==> src/rtl/seg7_disp_pkg.sv <==
// Shared widths, FSM state type and write payload for the six-digit display arbiter.
package seg7_disp_pkg;

  localparam int unsigned NUM_DIGITS = 6;
  localparam int unsigned DIG_W      = 4;
  localparam int unsigned NUM_REQ    = 2;
  localparam int unsigned WORD_W     = NUM_DIGITS * DIG_W;
  localparam int unsigned OUT_W      = 32;
  localparam int unsigned PAD_W      = OUT_W - WORD_W;

  typedef enum logic [1:0] {
    IDLE,
    WRITE,
    WAIT
  } state_t;

  typedef struct packed {
    logic [WORD_W-1:0]     data;
    logic [NUM_DIGITS-1:0] mask;
  } wr_req_t;

  // Widen a per-digit enable into a per-bit enable over the digit word.
  function automatic logic [WORD_W-1:0] mask_expand(input logic [NUM_DIGITS-1:0] m);
    logic [WORD_W-1:0] r;
    r = '0;
    for (int unsigned d = 0; d < NUM_DIGITS; d++) begin
      r[d*DIG_W +: DIG_W] = {DIG_W{m[d]}};
    end
    return r;
  endfunction

endpackage

==> src/rtl/seg7_blink_gen.sv <==
// Free-running blink phase: toggles once every BLINK_DIV clock cycles.
module seg7_blink_gen #(
  parameter int unsigned BLINK_DIV = 12500000
) (
  input  logic iCLK,
  input  logic iRST_N,
  output logic oPHASE
);

  localparam int unsigned CNT_W = (BLINK_DIV > 1) ? $clog2(BLINK_DIV) : 1;
  localparam logic [CNT_W-1:0] CNT_MAX = CNT_W'(BLINK_DIV - 1);

  logic [CNT_W-1:0] cnt;
  logic             phase;

  always_ff @(posedge iCLK or negedge iRST_N) begin
    if (!iRST_N) begin
      cnt   <= '0;
      phase <= 1'b0;
    end else if (cnt == CNT_MAX) begin
      cnt   <= '0;
      phase <= ~phase;
    end else begin
      cnt   <= cnt + CNT_W'(1);
    end
  end

  assign oPHASE = phase;

endmodule

==> src/rtl/seg7_disp_arb.sv <==
// Six-digit display word owner: round-robin arbitration of two masked writers over a
// 4-phase req/grant handshake, plus per-digit blank/blink dark mask.
module seg7_disp_arb
  import seg7_disp_pkg::*;
#(
  parameter int unsigned       BLINK_DIV = 12500000,
  parameter logic [WORD_W-1:0] INIT_VAL  = 24'h000000
) (
  input  logic                  iCLK,
  input  logic                  iRST_N,
  input  logic [NUM_REQ-1:0]    iREQ,
  input  logic [WORD_W-1:0]     iDATA0,
  input  logic [NUM_DIGITS-1:0] iMASK0,
  input  logic [WORD_W-1:0]     iDATA1,
  input  logic [NUM_DIGITS-1:0] iMASK1,
  output logic [NUM_REQ-1:0]    oGNT,
  input  logic [NUM_DIGITS-1:0] iBLANK,
  input  logic [NUM_DIGITS-1:0] iBLINK,
  output logic [OUT_W-1:0]      oDIG,
  output logic [NUM_DIGITS-1:0] oOFF,
  output logic                  oUPD
);

  state_t                state, state_d;
  logic                  sel, sel_d;
  logic                  last, last_d;
  logic [WORD_W-1:0]     dig, dig_d;
  logic [NUM_REQ-1:0]    gnt, gnt_d;
  logic                  upd, upd_d;
  logic [NUM_DIGITS-1:0] off;
  logic                  phase;
  wr_req_t               wr_sel;
  logic [WORD_W-1:0]     wmask;

  seg7_blink_gen #(
    .BLINK_DIV(BLINK_DIV)
  ) u_blink (
    .iCLK  (iCLK),
    .iRST_N(iRST_N),
    .oPHASE(phase)
  );

  always_ff @(posedge iCLK or negedge iRST_N) begin
    if (!iRST_N) begin
      state <= IDLE;
      sel   <= 1'b0;
      last  <= 1'b1;
      dig   <= INIT_VAL;
      gnt   <= '0;
      upd   <= 1'b0;
      off   <= '0;
    end else begin
      state <= state_d;
      sel   <= sel_d;
      last  <= last_d;
      dig   <= dig_d;
      gnt   <= gnt_d;
      upd   <= upd_d;
      off   <= iBLANK | (iBLINK & {NUM_DIGITS{phase}});
    end
  end

  // Arbitration and write sequencing; grant/update are single-cycle pulses out of WRITE.
  always_comb begin
    state_d = state;
    sel_d   = sel;
    last_d  = last;
    dig_d   = dig;
    gnt_d   = '0;
    upd_d   = 1'b0;
    if (sel) begin
      wr_sel.data = iDATA1;
      wr_sel.mask = iMASK1;
    end else begin
      wr_sel.data = iDATA0;
      wr_sel.mask = iMASK0;
    end
    wmask = mask_expand(wr_sel.mask);

    unique case (state)
      IDLE: begin
        if (iREQ != '0) begin
          // On a tie, the requester not served last wins.
          sel_d   = (iREQ == {NUM_REQ{1'b1}}) ? ~last : iREQ[1];
          state_d = WRITE;
        end
      end
      WRITE: begin
        dig_d      = (dig & ~wmask) | (wr_sel.data & wmask);
        gnt_d[sel] = 1'b1;
        upd_d      = |wr_sel.mask;
        last_d     = sel;
        state_d    = WAIT;
      end
      WAIT: begin
        if (!iREQ[sel]) state_d = IDLE;
      end
      default: state_d = IDLE;
    endcase
  end

  assign oGNT = gnt;
  assign oUPD = upd;
  assign oOFF = off;
  assign oDIG = {{PAD_W{1'b0}}, dig};

endmodule

==> config.mk <==
export PLATFORM = sky130hd
export DESIGN_NAME = seg7_disp_arb
export DESIGN_NICKNAME = d
export VERILOG_FILES = /design/src/rtl/seg7_disp_pkg.sv /design/src/rtl/seg7_blink_gen.sv /design/src/rtl/seg7_disp_arb.sv
export SDC_FILE = /design/constraint.sdc
export NUM_CORES = 1
export LEC_CHECK = 0
export ABC_AREA = 1
export BUFFER_PORTS_ARGS = -buffer_cell sky130_fd_sc_hd__buf_4
export CORE_AREA = 2 2 88 90
export CTS_CLUSTER_DIAMETER = 100
export DETAILED_ROUTE_END_ITERATION = 6
export DIE_AREA = 0 0 90 92
export PLACE_DENSITY = 0.75
export SLEW_MARGIN = 20
export SYNTH_ARGS = -nofsm -noshare
export SYNTH_HDL_FRONTEND = slang
export SYNTH_SLANG_ARGS = --single-unit
==> constraint.sdc <==
create_clock -name iCLK -period 1.3 [get_ports iCLK]
set_input_delay 0.26 -clock iCLK [delete_from_list [all_inputs] [get_ports iCLK]]
set_output_delay 0.26 -clock iCLK [all_outputs]
set_load 0.02 [all_outputs]
==> PnR_summary.wiki <==
{| class="wikitable"
! Metric !! Value
|-
| Outcome || finished, violations left
|-
| Violations in the final reports || setup timing
|-
| Slack of the critical path || -91.7 ps
|-
| Synth Instances || 408
|-
| Combined global-route utilization of all metal layers || 0.206
|-
| Weighted congestion reported at the end of routability-driven placement || 0.893
|-
| CP peak stage delay || 420 ps
|-
| Dominant register cell in the synthesized netlist || sky130_fd_sc_hd__dfrtp_1
|-
| Source-to-sink clock delay at the later pin of the worst-skew pair || 350 ps
|-
| CTS clock-pin slew for the worst setup and hold paths || 80 ps
|-
| Maximum level of the CTS H-tree || 3
|-
| Area added between synthesis and finish || 46.2%
|-
| TritonCTS clock tree || yes
|-
| Root buffer selected by CTS || sky130_fd_sc_hd__clkbuf_8
|-
| Cell seen most often among critical-path stages || sky130_fd_sc_hd__nand2_1
|-
| Required @ worst endpoint || 1540 ps
|-
| Layout Nets || 628
|-
| Sum of routed wire length over all layers || 8320 µm
|-
| Setup repair after global routing missed its margin || true
|-
| Via count of the first global-routing pass || 3082
|-
| Fraction of final layout cells sized beyond drive strength 1 || 0.399
|-
| #FFs+latches synth || 62
|-
| Max stage delay cell, worst path || sky130_fd_sc_hd__dfrtp_1
|-
| Wire length per cell after detailed routing || 12.6 µm
|-
| CTS Buf Count || 9
|-
| Via density per instance || 4.75
|-
| HPWL Detailed || 6180 µm
|-
| Number of hold violations in the final report || 0
|-
| Ordered list of cells on the worst path || nand2_1, nor2_2, nand2_1, nor2_4, nand3_1, nand2_2, nor2_1
|-
| Fraction of synthesis flops using an asynchronous set or reset pin || 1.00
|-
| Count of non-filler cells in the finished layout || 658
|-
| Total placed cells including tap cells || 638
|-
| Crit Path Max Fanout || 6
|-
| Power share of the sequential group || 0.355
|-
| Max-slew violation total from the final report || 0
|-
| Power Density || 1640 nW/µm²
|-
| Detailed Route Iter0 Violations || 149
|-
| Post-route core utilization || 0.633
|-
| Switching power share of the total || 0.388
|-
| Min Clock Period, post-route || 1390 ps
|-
| CTS Buffer Depth || 2
|-
| Category of the most critical setup path || reg2reg
|-
| Number of flops mapped to enable cells by yosys || 0
|-
| Maximum number of pins on one net before global-route repair || 30
|-
| FP Rows || 32
|-
| Power spent charging and discharging nets || 2.99 mW
|-
| Detail Route Antenna Nets || 0
|-
| Die X || 90 µm
|-
| Worst Hold Class || in2reg
|-
| Aggregate global routing overflow || 0
|-
| Initial antenna violation count || 0
|-
| Number of sinks handled by clock tree synthesis || 62
|-
| Clock share of power || 0.230
|-
| Average cell area after synthesis || 7.91 µm²
|-
| Port Buffer Count || 108
|-
| Maximum clock rate || 719 MHz
|-
| Cell variety after synth || 30
|-
| Worst-case vdd ir drop || 1080 µV
|-
| Share of the yosys chip area belonging to registers || 0.481
|-
| # IOs || 117
|-
| Number of detailed-routing iterations run before antenna repair || 4
|-
| Wire length of the first global-routing pass || 13700 µm
|-
| Height of the die || 92 µm
|-
| DR vias || 3123
|-
| Pleak || 2.38 nW
|-
| Ant. Diodes || 0
|-
| Placeable core region || 7450 µm²
|-
| Fin Clk Skew || 9.48 ps
|-
| Maxcap violations || 0
|-
| Internal power || 4.72 mW
|-
| Fin crit share || 1.07
|-
| Endpoint class of the critical path || flop
|-
| Arr. time, crit path || 1630 ps
|-
| Layout fillers || 676
|-
| Remaining design rule violation count || 0
|-
| Kind of launch point of the worst setup path || flop
|-
| Post-synthesis cell area || 3230 µm²
|-
| Final count of negative-setup-slack endpoints || 16
|-
| Starting Density || 0.433
|-
| Number of warnings printed during yosys synthesis || 0
|-
| Gate power share || 0.415
|-
| Area enclosed by the die boundary || 8280 µm²
|}
-- critical path, delay by kind of cell (launching register included) --
family        cells  cell delay (ps)
simple gates      7              850
flops             1              420
-- cell usage in the layout (no fill, tap or decap), types with 3 or more instances in the layout --
master                     Yosys  final
sky130_fd_sc_hd__nor2_4        7     13
sky130_fd_sc_hd__nand2_1     121    108
sky130_fd_sc_hd__nand2_4       1      4
sky130_fd_sc_hd__a21o_1        6      6
sky130_fd_sc_hd__a31oi_1      24     24
sky130_fd_sc_hd__inv_1        32     28
sky130_fd_sc_hd__nand4_1       5      5
sky130_fd_sc_hd__dfrtp_2       0      3
sky130_fd_sc_hd__buf_4         8    133
sky130_fd_sc_hd__buf_6         2      4
sky130_fd_sc_hd__nand3_1      13     13
sky130_fd_sc_hd__xor2_1        9      9
sky130_fd_sc_hd__nor2_1       79     60
sky130_fd_sc_hd__clkbuf_8      0     10
sky130_fd_sc_hd__a21oi_4       3      3
sky130_fd_sc_hd__nor2_2        5     18
sky130_fd_sc_hd__inv_2         2      4
sky130_fd_sc_hd__inv_6         0      3
sky130_fd_sc_hd__nand2_2       8     18
sky130_fd_sc_hd__conb_1        1      8
sky130_fd_sc_hd__dfrtp_1      61     58
sky130_fd_sc_hd__a21oi_1       4      4
-- metal layers --
layer  up-vias  GRT usage  part of all wire
met1      1457      0.253              0.43
met3        17     0.0534             0.056
met2        88      0.349              0.50
met4         0     0.0808             0.017
met5         -          0                 0
li1       1561          -                 -
-- Yosys cell counts (all sizes together), types with 2 or more instances --
| library cell | instances | area share |
|---|---|---|
| dfrtp | 61 | 0.47 |
| a21oi | 7 | 0.021 |
| nand4 | 5 | 0.0097 |
| nand3 | 13 | 0.020 |
| a31oi | 24 | 0.047 |
| o21ai | 4 | 0.0062 |
| nor2 | 91 | 0.13 |
| xor2 | 9 | 0.024 |
| buf | 14 | 0.032 |
| a21o | 6 | 0.014 |
| and2 | 2 | 0.0039 |
| inv | 34 | 0.040 |
| nand2 | 130 | 0.16 |
-- power by group through the flow --
stage               clock [mW]  sequential, mW  combinational [mW]
finish                    1.78            2.74                3.20
global placement             0            2.73                3.03
CTS                       1.81            2.71                3.12
floorplan                    0            3.23                1.33
detailed placement           0            2.73                3.09
global route              1.88            2.80                3.46
-- timing repair --
| action | in CTS | in global routing |
|---|---|---|
| setup buffers | 2 | 1 |
| hold buffers | 1 | 0 |
| gates cloned | 0 | 0 |
| pin swaps | 7 | 22 |
| setup endpoints to repair | 16 | 44 |
| gates resized for setup | 11 | 48 |
| hold endpoints to repair | 26 | 0 |
-- logic make-up (layout without fill, tap and decap cells) --
logic type / after synthesis / in the layout / share of synthesized area
flip-flops: 62 / 62 / 0.481
XOR/XNOR: 10 / 10 / 0.0272
AND/OR/NAND/NOR: 243 / 243 / 0.324
AO/OA/AOI/OAI: 42 / 42 / 0.0904
buffers and inverters: 49 / 190 / 0.0725
other: 1 / 8 / 0.00116
adder cells (fa/ha/maj): 1 / 1 / 0.00388
-- area by class of cell --
cell class                      instances  area [µm²]  share of cell area
Multi-Input combinational cell        304        1590               0.338
Sequential cell                        62        1560               0.330
Timing Repair Buffer                  140        1090               0.232
Clock buffer                           10         138              0.0292
Inverter                               34         138              0.0292
Tap cell                              102         128              0.0271
Clock inverter                          6        68.8              0.0146
-- worst paths after layout --
| kind | to | from | cells after the start | slack, ps |
|---|---|---|---|---|
| worst max-delay path | u_blink.cnt[23] | u_blink.cnt[8] | 7 | -90 |
| worst min-delay path | oOFF[2] | iBLANK[2] | 2 | 80 |
| worst max register to register | u_blink.cnt[23] | u_blink.cnt[8] | 7 | -90 |
| worst min register to register | state[0] | state[0] | 1 | 480 |
| max in group asynchronous | asynchronous set/reset pin | iRST_N | 3 | 480 |
| min in group asynchronous | u_blink.cnt[14] | iRST_N | 2 | 380 |
-- through the flow --
step                TNS (ps)  instance area [µm²]  hold slack [ps]  power (mW)  worst slack, ps
global placement        -612                 4320              218        5.75            -75.9
finish                  -571                 4710             79.6        7.72            -91.7
global route           -2530                 4710             69.1        8.14             -150
detailed placement      -818                 4320              221        5.82            -99.5
CTS                     -387                 4580             70.9        7.64            -57.2
floorplan                  0                 3250            -35.6        4.56             4.93
No activity file was read; power rests on OpenSTA's default activity.
